### src/rtl/writeback_stage.sv
// -----------------------------------------------------------------------------
// writeback_stage
//
// Merges load (mem) and ALU results into a single register-bank write port.
// Per cycle at most one result commits. The priority is an accepted load
// first, then a parked ALU result, then a freshly accepted ALU result. An ALU
// result that loses to a load is parked in a one-entry skid buffer. A result
// aimed at the PC (index AmountOfRegisters-1) is consumed, is not written, and
// raises pcWriteError for one cycle. A scoreboard tracks registers that decode
// has reserved but that have not yet been written back.
//
// Ports
//   clk           : clock, all state updates on its rising edge
//   reset         : asynchronous, active-low reset
//   issueValid    : decode reserves issueRegister this cycle
//   issueRegister : register being reserved
//   aluValid      : ALU result offered
//   aluRegister   : ALU result destination
//   aluValue      : ALU result data
//   aluReady      : ALU result can be accepted (skid buffer empty)
//   memValid      : load result offered
//   memRegister   : load result destination
//   memValue      : load result data
//   memReady      : load result can be accepted (always, outside reset)
//   writeEnable   : registered write strobe to the register bank
//   writeRegister : registered write index
//   writeValue    : registered write data
//   busy          : scoreboard, bit r set while register r is outstanding
//   pcWriteError  : one-cycle pulse when a PC-targeted result is dropped
// -----------------------------------------------------------------------------
module writeback_stage #(
    parameter int RegisterSize      = 32,
    parameter int AmountOfRegisters = 16
) (
    input  logic                         clk,
    input  logic                         reset,
    input  logic                         issueValid,
    input  logic [3:0]                   issueRegister,
    input  logic                         aluValid,
    input  logic [3:0]                   aluRegister,
    input  logic [RegisterSize-1:0]      aluValue,
    output logic                         aluReady,
    input  logic                         memValid,
    input  logic [3:0]                   memRegister,
    input  logic [RegisterSize-1:0]      memValue,
    output logic                         memReady,
    output logic                         writeEnable,
    output logic [3:0]                   writeRegister,
    output logic [RegisterSize-1:0]      writeValue,
    output logic [AmountOfRegisters-1:0] busy,
    output logic                         pcWriteError
);

    localparam logic [3:0] PcIndex = 4'(AmountOfRegisters - 1);
    localparam logic [AmountOfRegisters-1:0] OneBit = {{(AmountOfRegisters-1){1'b0}}, 1'b1};

    logic                    skid_full;
    logic [3:0]              skid_register;
    logic [RegisterSize-1:0] skid_value;

    logic                    mem_accept;
    logic                    alu_accept;
    logic                    commit_valid;
    logic [3:0]              commit_register;
    logic [RegisterSize-1:0] commit_value;
    logic                    commit_to_pc;
    logic                    skid_load;
    logic                    skid_drain;
    logic [AmountOfRegisters-1:0] set_mask;
    logic [AmountOfRegisters-1:0] clear_mask;

    // Both ready signals are forced low while reset is held.
    assign memReady   = reset;
    assign aluReady   = reset & ~skid_full;
    assign mem_accept = memValid & memReady;
    assign alu_accept = aluValid & aluReady;

    // Commit selection. alu_accept implies the skid is empty, so the only case
    // that parks an ALU result is a simultaneous load acceptance.
    always_comb begin
        commit_valid    = 1'b0;
        commit_register = '0;
        commit_value    = '0;
        skid_load       = 1'b0;
        skid_drain      = 1'b0;
        if (mem_accept) begin
            commit_valid    = 1'b1;
            commit_register = memRegister;
            commit_value    = memValue;
            skid_load       = alu_accept;
        end else if (skid_full) begin
            commit_valid    = 1'b1;
            commit_register = skid_register;
            commit_value    = skid_value;
            skid_drain      = 1'b1;
        end else if (alu_accept) begin
            commit_valid    = 1'b1;
            commit_register = aluRegister;
            commit_value    = aluValue;
        end
    end

    assign commit_to_pc = commit_valid && (commit_register == PcIndex);

    // A guarded PC commit still retires its scoreboard bit; a same-edge
    // reservation of that bit overrides the clear.
    assign set_mask   = issueValid   ? (OneBit << issueRegister)   : '0;
    assign clear_mask = commit_valid ? (OneBit << commit_register) : '0;

    // ---- control state and registered write port ----
    always_ff @(posedge clk or negedge reset) begin
        if (!reset) begin
            skid_full     <= 1'b0;
            writeEnable   <= 1'b0;
            writeRegister <= '0;
            writeValue    <= '0;
            busy          <= '0;
            pcWriteError  <= 1'b0;
        end else begin
            if (skid_load) begin
                skid_full <= 1'b1;
            end else if (skid_drain) begin
                skid_full <= 1'b0;
            end
            writeEnable  <= commit_valid & ~commit_to_pc;
            pcWriteError <= commit_to_pc;
            // Index and data hold on idle cycles and on dropped PC writes.
            if (commit_valid && !commit_to_pc) begin
                writeRegister <= commit_register;
                writeValue    <= commit_value;
            end
            busy <= (busy & ~clear_mask) | set_mask;
        end
    end

    // Skid payload is qualified by skid_full, so it needs no reset.
    always_ff @(posedge clk) begin
        if (skid_load) begin
            skid_register <= aluRegister;
            skid_value    <= aluValue;
        end
    end

endmodule

### config.mk
export PLATFORM = sky130hd
export DESIGN_NAME = writeback_stage
export DESIGN_NICKNAME = d
export VERILOG_FILES = /design/src/rtl/writeback_stage.sv
export SDC_FILE = /design/constraint.sdc
export NUM_CORES = 1
export LEC_CHECK = 0
export BUFFER_PORTS_ARGS = -buffer_cell sky130_fd_sc_hd__buf_2
export CAP_MARGIN = 20
export CORE_MARGIN = 2
export CORE_UTILIZATION = 40
export CTS_BUF_LIST = sky130_fd_sc_hd__clkbuf_2 sky130_fd_sc_hd__clkbuf_4 sky130_fd_sc_hd__clkbuf_8
export DETAILED_ROUTE_END_ITERATION = 8
export PLACE_DENSITY_LB_ADDON = 0.25
export SYNTH_ARGS = -nofsm -noshare
export SYNTH_HDL_FRONTEND = slang
export SYNTH_SLANG_ARGS = --single-unit
### constraint.sdc
create_clock -name clk -period 4.1 [get_ports clk]
set_clock_uncertainty 0.1 [all_clocks]
set_input_delay 0.205 -clock clk [delete_from_list [all_inputs] [get_ports clk]]
set_output_delay 0.205 -clock clk [all_outputs]
set_load 0.005 [all_outputs]
==> results of run 1 <==
## final timing paths
kind	start	end	slack, ns	cells after the start
worst max register to register	skid_full	writeValue[24]	1.37	6
worst min-delay path	issueRegister[0]	busy[10]	0.02	2
worst max-delay path	reset	writeValue[24]	1.16	8
max in group asynchronous	reset	writeValue[14]	2.74	3
worst min register to register	writeValue[0]	writeValue[0]	0.38	2
min in group asynchronous	reset	writeValue[19]	0.20	2
## logic make-up after synthesis
logic type	after synthesis	synth area share
buffers and inverters	33	0.04982
AO/OA/AOI/OAI	143	0.2598
AND/OR/NAND/NOR	78	0.09016
flip-flops	91	0.6002
## cell usage in the layout, fill, tap and decap left out, types with 2 or more instances in the layout
| master | instances |
|---|---|
| nand2_1 | 45 |
| o21ai_2 | 30 |
| nand2b_1 | 4 |
| and3b_1 | 2 |
| o21ai_0 | 56 |
| a21oi_1 | 4 |
| nand4b_1 | 2 |
| o21ai_1 | 4 |
| buf_4 | 5 |
| a221o_1 | 33 |
| nor3_1 | 5 |
| dfrtp_1 | 55 |
| nand3_1 | 3 |
| nor2b_1 | 2 |
| buf_2 | 136 |
| dlygate4sd3_1 | 38 |
| clkbuf_8 | 9 |
| clkinvlp_4 | 2 |
| nand3b_1 | 2 |
| inv_1 | 7 |
| edfxtp_1 | 36 |
| o31ai_1 | 2 |
| o22ai_1 | 2 |
| nor2_1 | 7 |
## area by class of cell
| class | instances | area [um2] |
|---|---|---|
| fill | 892 | 4508 |
| sequential | 91 | 2457 |
| multi-input combinational | 221 | 1435 |
| timing repair buffer | 179 | 1099 |
| tap | 133 | 166.4 |
| clock buffer | 10 | 131.4 |
| clock inverter | 6 | 41.29 |
| inverter | 7 | 26.28 |
## layer usage
metal | global-route usage | wire length [um] | vias up
li1 | - | - | 1639
met1 | 0.2775 | 4813 | 1563
met2 | 0.2973 | 4827 | 116
met3 | 0.03306 | 570 | 19
met4 | 0.07619 | 223 | 0
met5 | 0 | 0 | -
## worst register-to-register path: stages (launching register included)
cell and delay, ns:
dfrtp_1 0.54, nand4b_1 0.28, a32oi_1 0.31, a41o_2 0.68
buf_4 0.55, nand2_1 0.15, o21ai_2 0.07
## synthesized netlist by cell type
cell type / number / share of area
and2_1: 2 / 0.0031
o2bb2ai_1: 1 / 0.0021
nand3_1: 3 / 0.0037
buf_4: 1 / 0.0018
edfxtp_1: 36 / 0.26
nor2_1: 7 / 0.0064
nor3_1: 5 / 0.0061
a21oi_1: 4 / 0.0049
nand2b_1: 4 / 0.0061
inv_1: 7 / 0.0064
a41o_1: 1 / 0.0024
nor2b_1: 2 / 0.0031
a311o_4: 1 / 0.0049
clkbuf_1: 13 / 0.012
o31ai_1: 2 / 0.0037
or2_2: 1 / 0.0015
o22ai_1: 2 / 0.0031
a221o_1: 33 / 0.081
a22oi_1: 1 / 0.0018
o21ai_2: 30 / 0.064
a21o_1: 1 / 0.0018
a221oi_2: 1 / 0.0037
o21a_1: 1 / 0.0018
dfrtp_1: 55 / 0.34
o211ai_1: 1 / 0.0018
nand4b_1: 2 / 0.0043
nand2_1: 45 / 0.041
a22oi_2: 1 / 0.0031
a22o_1: 1 / 0.0021
a2bb2oi_1: 1 / 0.0021
or3b_2: 1 / 0.0021
and2_4: 1 / 0.0021
o21ai_1: 4 / 0.0049
a32oi_1: 1 / 0.0021
and4b_1: 1 / 0.0024
o21ai_0: 56 / 0.068
nand3b_1: 2 / 0.0037
buf_2: 1 / 0.0012
buf_6: 10 / 0.028
and3b_1: 2 / 0.0043
buf_1: 1 / 0.00092
## where the power goes
| part | total (mW) | switching, mW | internal, mW |
|---|---|---|---|
| Combinational | 0.428 | 0.224 | 0.204 |
| Sequential | 1.10 | 0.0521 | 1.05 |
| Clock | 0.548 | 0.321 | 0.228 |
## through the flow
stage | util | instances | hold slack, ns | cell area, um2 | power (mW)
after floorplan | - | 345 | -0.1906 | 4094 | 1.340
after global placement | 0.4869 | 593 | -0.03682 | 4803 | 1.519
after detailed placement | 0.4869 | 593 | -0.02829 | 4803 | 1.530
after CTS | 0.5430 | 647 | 0.0003040 | 5356 | 2.109
after global routing | 0.5430 | 647 | 0.01018 | 5356 | 2.207
final | 0.5430 | 647 | 0.02157 | 5356 | 2.080
## registers in the layout, indices dropped and copies added (netlist names)
register and count:
writeValue 32, skid_full 1, skid_register 4, busy 16, writeEnable 1, skid_value 32
writeRegister 4, pcWriteError 1
## repair_timing
item | 4_1_cts | 5_1_grt
setup buffers | 0 | 0
hold buffers | 38 | 0
hold endpoints to repair | 39 | 0
==> impl_results.md, run 1 <==
* Run status: finished, final reports clean
* Core area at 9864 um2
* Clk sink count at 91
* Clock buffer depth at 2
* Setup TNS at 0 ns
* Final setup violation count at 0
* Final setup margin at 1.163 ns
* MaxCap Viol Count at 0
* Crit path max-delay cell type: a41o_2
* CTS buffer count at 9
* Vias at 3337
* Syn Area/Cell at 11.87 um2
* Crit path time final at 2.937 ns
* Worst-Margin Slew at 0.8978 ns
* Final worst-path cycle share at 0.7163
* CP Class: input port to flop
* Port-buffer cells at 136
* First-pass GRT wire length at 17050 um
* Clock insertion delay at the later pin of the skew report at 0.35 ns
* CP peak stage delay at 0.63 ns
* Wirelength per Cell at 16.13 um
* Leakage at 2.348 nW
* Die area at 11060 um2
* Synth Net Count at 426
* Detail Route Antenna Nets at 0
* DR iter-0 viols at 161
* Synthesis Warnings at 0
* Crit path capture type: flop
* Initial Util at 0.4150
* Max Fclk at 340.5 MHz
* Place WS at 1.328 ns
* Relative slew slack at 0.4015
* Pwr/cell area at 388.4 nW/um2
* Slew Limit Fails at 0
* Buf/Inv on CP at 3
* Netlist cell types at 41
* WL final at 10440 um
* Die Y at 105.2 um
* Row count at 36
* GRT Total Usage at 0.1949
* CTS tree: built
* Sequential element share of the synthesized area at 0.6002
* Nets at 590
* Peak supply drop at 0.0001436 V
* DR pass1 iterations at 4
* Via/cell ratio at 5.158
* Post-Syn Area at 4094 um2
* Clock Pin Slew Worst Setup and Hold Paths at 0.09 ns
* Ant diodes at 0
* Critical Path RT at 4.29 ns
* Gpl congestion at 0.8154
* RSZ-0062 raised after global routing: false
* Syn-to-layout area delta at 30.84%
* Post-CTS sizing at 0
* Largest net degree at the start of global routing at 55
* CP max FO at 39
* Ports at 137
* Hold Crit Class: input port to flop
* #FFs+latches synth at 91
* # DRC at 0
* Final Hold Violating Endpoints at 0
* Worst Setup Start Kind: input port
* Worst path arrival time at 3.12 ns
* H-tree depth at 3
* Layout cells sized above 1 at 0.3774
* Initial antenna violation count at 0
* Dpl hpwl at 6997 um
* CP Cell Sequence: dlygate4sd3_1 > buf_2 > and2_4 > a311o_4 > a41o_2 > buf_4 > nand2_1 > o21ai_2
* Clock root cell: clkbuf_8
* Die width at 105.2 um
* Synth Instances at 345
* Global route total overflow at 0
* Top cell family by delay on the critical path: buffers and inverters
* Number of global-route vias before repair at 3357
No activity file was read; power rests on OpenSTA's default activity.
==> inputs of run 2 (changes only) <==
==> constraint.sdc (replaced) <==
create_clock -name clk -period 2.9 [get_ports clk]
set_clock_uncertainty 0.1 [all_clocks]
set_input_delay 0.145 -clock clk [delete_from_list [all_inputs] [get_ports clk]]
set_output_delay 0.145 -clock clk [all_outputs]
set_load 0.005 [all_outputs]
==> impl_results.md, run 2 (synthesis gave the netlist of run 1 again) <==
* Internal Power at 2.330 mW
* GRT Total Usage at 0.2066
* Wirelength per Cell at 16.13 um
* CTS tree: built
* WL final at 11030 um
* Commonest non-fill, non-tap cell in the layout: buf_2
* Leakage at 2.542 nW
* Initial antenna violation count at 0
* Vias at 3487
* # DRC at 0
* Syn-to-layout area delta at 41.72%
* Finished Core Util at 0.5882
* Hold Crit Class: input port to flop
* Final Hold Violating Endpoints at 0
* Die width at 105.2 um
* Peak supply drop at 0.0002907 V
* Die area at 11060 um2
* Gpl congestion at 0.7759
* Dpl hpwl at 7284 um
* Flop pwr share at 0.489
* Crit path time final at 2.594 ns
* Clk sink count at 91
* CP Cell Sequence: dlygate4sd3_1 > buf_2 > nand2_1 > o2bb2ai_2 > nand2_1 > o21ai_0 > o31ai_1 > dlygate4sd3_1
* Slew Limit Fails at 0
* Critical Path RT at 3.06 ns
* Number of global-route vias before repair at 3424
* Clock buffer depth at 2
* CP Class: input port to flop
* Max Fclk at 385.5 MHz
* Via/cell ratio at 5.098
* Final setup margin at 0.3059 ns
* Final worst-path cycle share at 0.8945
* Layout cells sized above 1 at 0.3630
* H-tree depth at 3
* Crit path capture type: flop
* CP peak stage delay at 0.58 ns
* Setup TNS at 0 ns
* DR iter-0 viols at 178
* Ant diodes at 0
* Clock root cell: clkbuf_8
* Core area at 9864 um2
* Worst Setup Start Kind: input port
* Largest net degree at the start of global routing at 41
* Worst-Margin Slew at 0.8681 ns
* Clock insertion delay at the later pin of the skew report at 0.36 ns
* Die Y at 105.2 um
* Relative slew slack at 0.4213
* Place WS at 0.6196 ns
* P_sw at 0.8652 mW
* CTS buffer count at 9
* RSZ-0062 raised after global routing: false
* Ports at 137
* Switching share of power at 0.2708
* Run status: finished, final reports clean
* Port-buffer cells at 136
* Comb pwr share at 0.208
* Global route total overflow at 0
* Cell Area, Placed at 4858 um2
* Clock Pin Slew Worst Setup and Hold Paths at 0.09 ns
* Worst path arrival time at 2.75 ns
* First-pass GRT wire length at 17730 um
* Row count at 36
* MaxCap Viol Count at 0
* Final setup violation count at 0
* Detail Route Antenna Nets at 0
* R2R Setup Slk at 0.47 ns
* Initial Util at 0.4150
* DR pass1 iterations at 4
* Largest registers: skid_value (32), writeValue (32), busy (16)
* Pwr/cell area at 550.7 nW/um2
* Nets at 627
* Clock share of power at 0.302
* Crit path max-delay cell type: dlygate4sd3_1
* Final instance area at 5802 um2
* CP max FO at 17
* Highest-count cells in the layout ignoring fill and taps: 136 x buf_2, 71 x dlygate4sd3_1, 56 x o21ai_0
[run 2: layout make-up]
| cell class | count | area (um2) |
|---|---|---|
| clock buffer | 10 | 137.6 |
| clock inverter | 6 | 88.84 |
| fill | 819 | 4063 |
| inverter | 7 | 26.28 |
| multi-input combinational | 221 | 1441 |
| sequential | 91 | 2457 |
| tap | 133 | 166.4 |
| timing repair buffer | 216 | 1484 |
[run 2: per-stage QoR]
| stage | power, mW | std cells | hold slack [ns] |
|---|---|---|---|
| floorplan | 1.894 | 345 | -0.2506 |
| global placement | 2.159 | 597 | -0.09755 |
| detailed placement | 2.177 | 597 | -0.09603 |
| CTS | 3.225 | 684 | 0.02312 |
| global route | 3.357 | 684 | 0.04506 |
| finish | 3.195 | 684 | 0.03352 |
[run 2: power by group through the flow]
stage / sequential (mW) / combinational [mW] / clock (mW)
6_report: 1.56 / 0.666 / 0.966
5_1_grt: 1.58 / 0.740 / 1.04
4_1_cts: 1.56 / 0.669 / 0.995
3_5_place_dp: 1.59 / 0.589 / 0
3_3_place_gp: 1.58 / 0.576 / 0
2_1_floorplan: 1.59 / 0.300 / 0
[run 2: timing repair]
item | 4_1_cts | 5_1_grt
hold buffers | 71 | 0
endpoints found under the setup margin | 0 | 1
gates resized for setup | 0 | 1
endpoints found under the hold margin | 124 | 0
setup buffers | 0 | 0
[run 2: final timing paths]
kind,startpoint,to,depth (start not counted)
worst max-delay path,reset,busy[2],8
worst min-delay path,memValue[3],writeValue[3],3
worst max register to register,skid_full,busy[2],7
worst min register to register,writeValue[15],writeValue[15],2
max in group asynchronous,reset,writeValue[0],3
min in group asynchronous,reset,skid_full,2
[run 2: critical path, delay by kind of cell]
kind                   cells  cell delay, ns
AO/OA/AOI/OAI              3            0.66
AND/OR/NAND/NOR            2            0.54
buffers and inverters      3            1.40
[run 2: per-layer routing]
metal / global-route usage / vias up / wire, um
li1: - / 1712 / -
met1: 0.2794 / 1656 / 5038
met2: 0.3349 / 105 / 5319
met3: 0.03182 / 14 / 487
met4: 0.08000 / 0 / 188
met5: 0 / - / 0
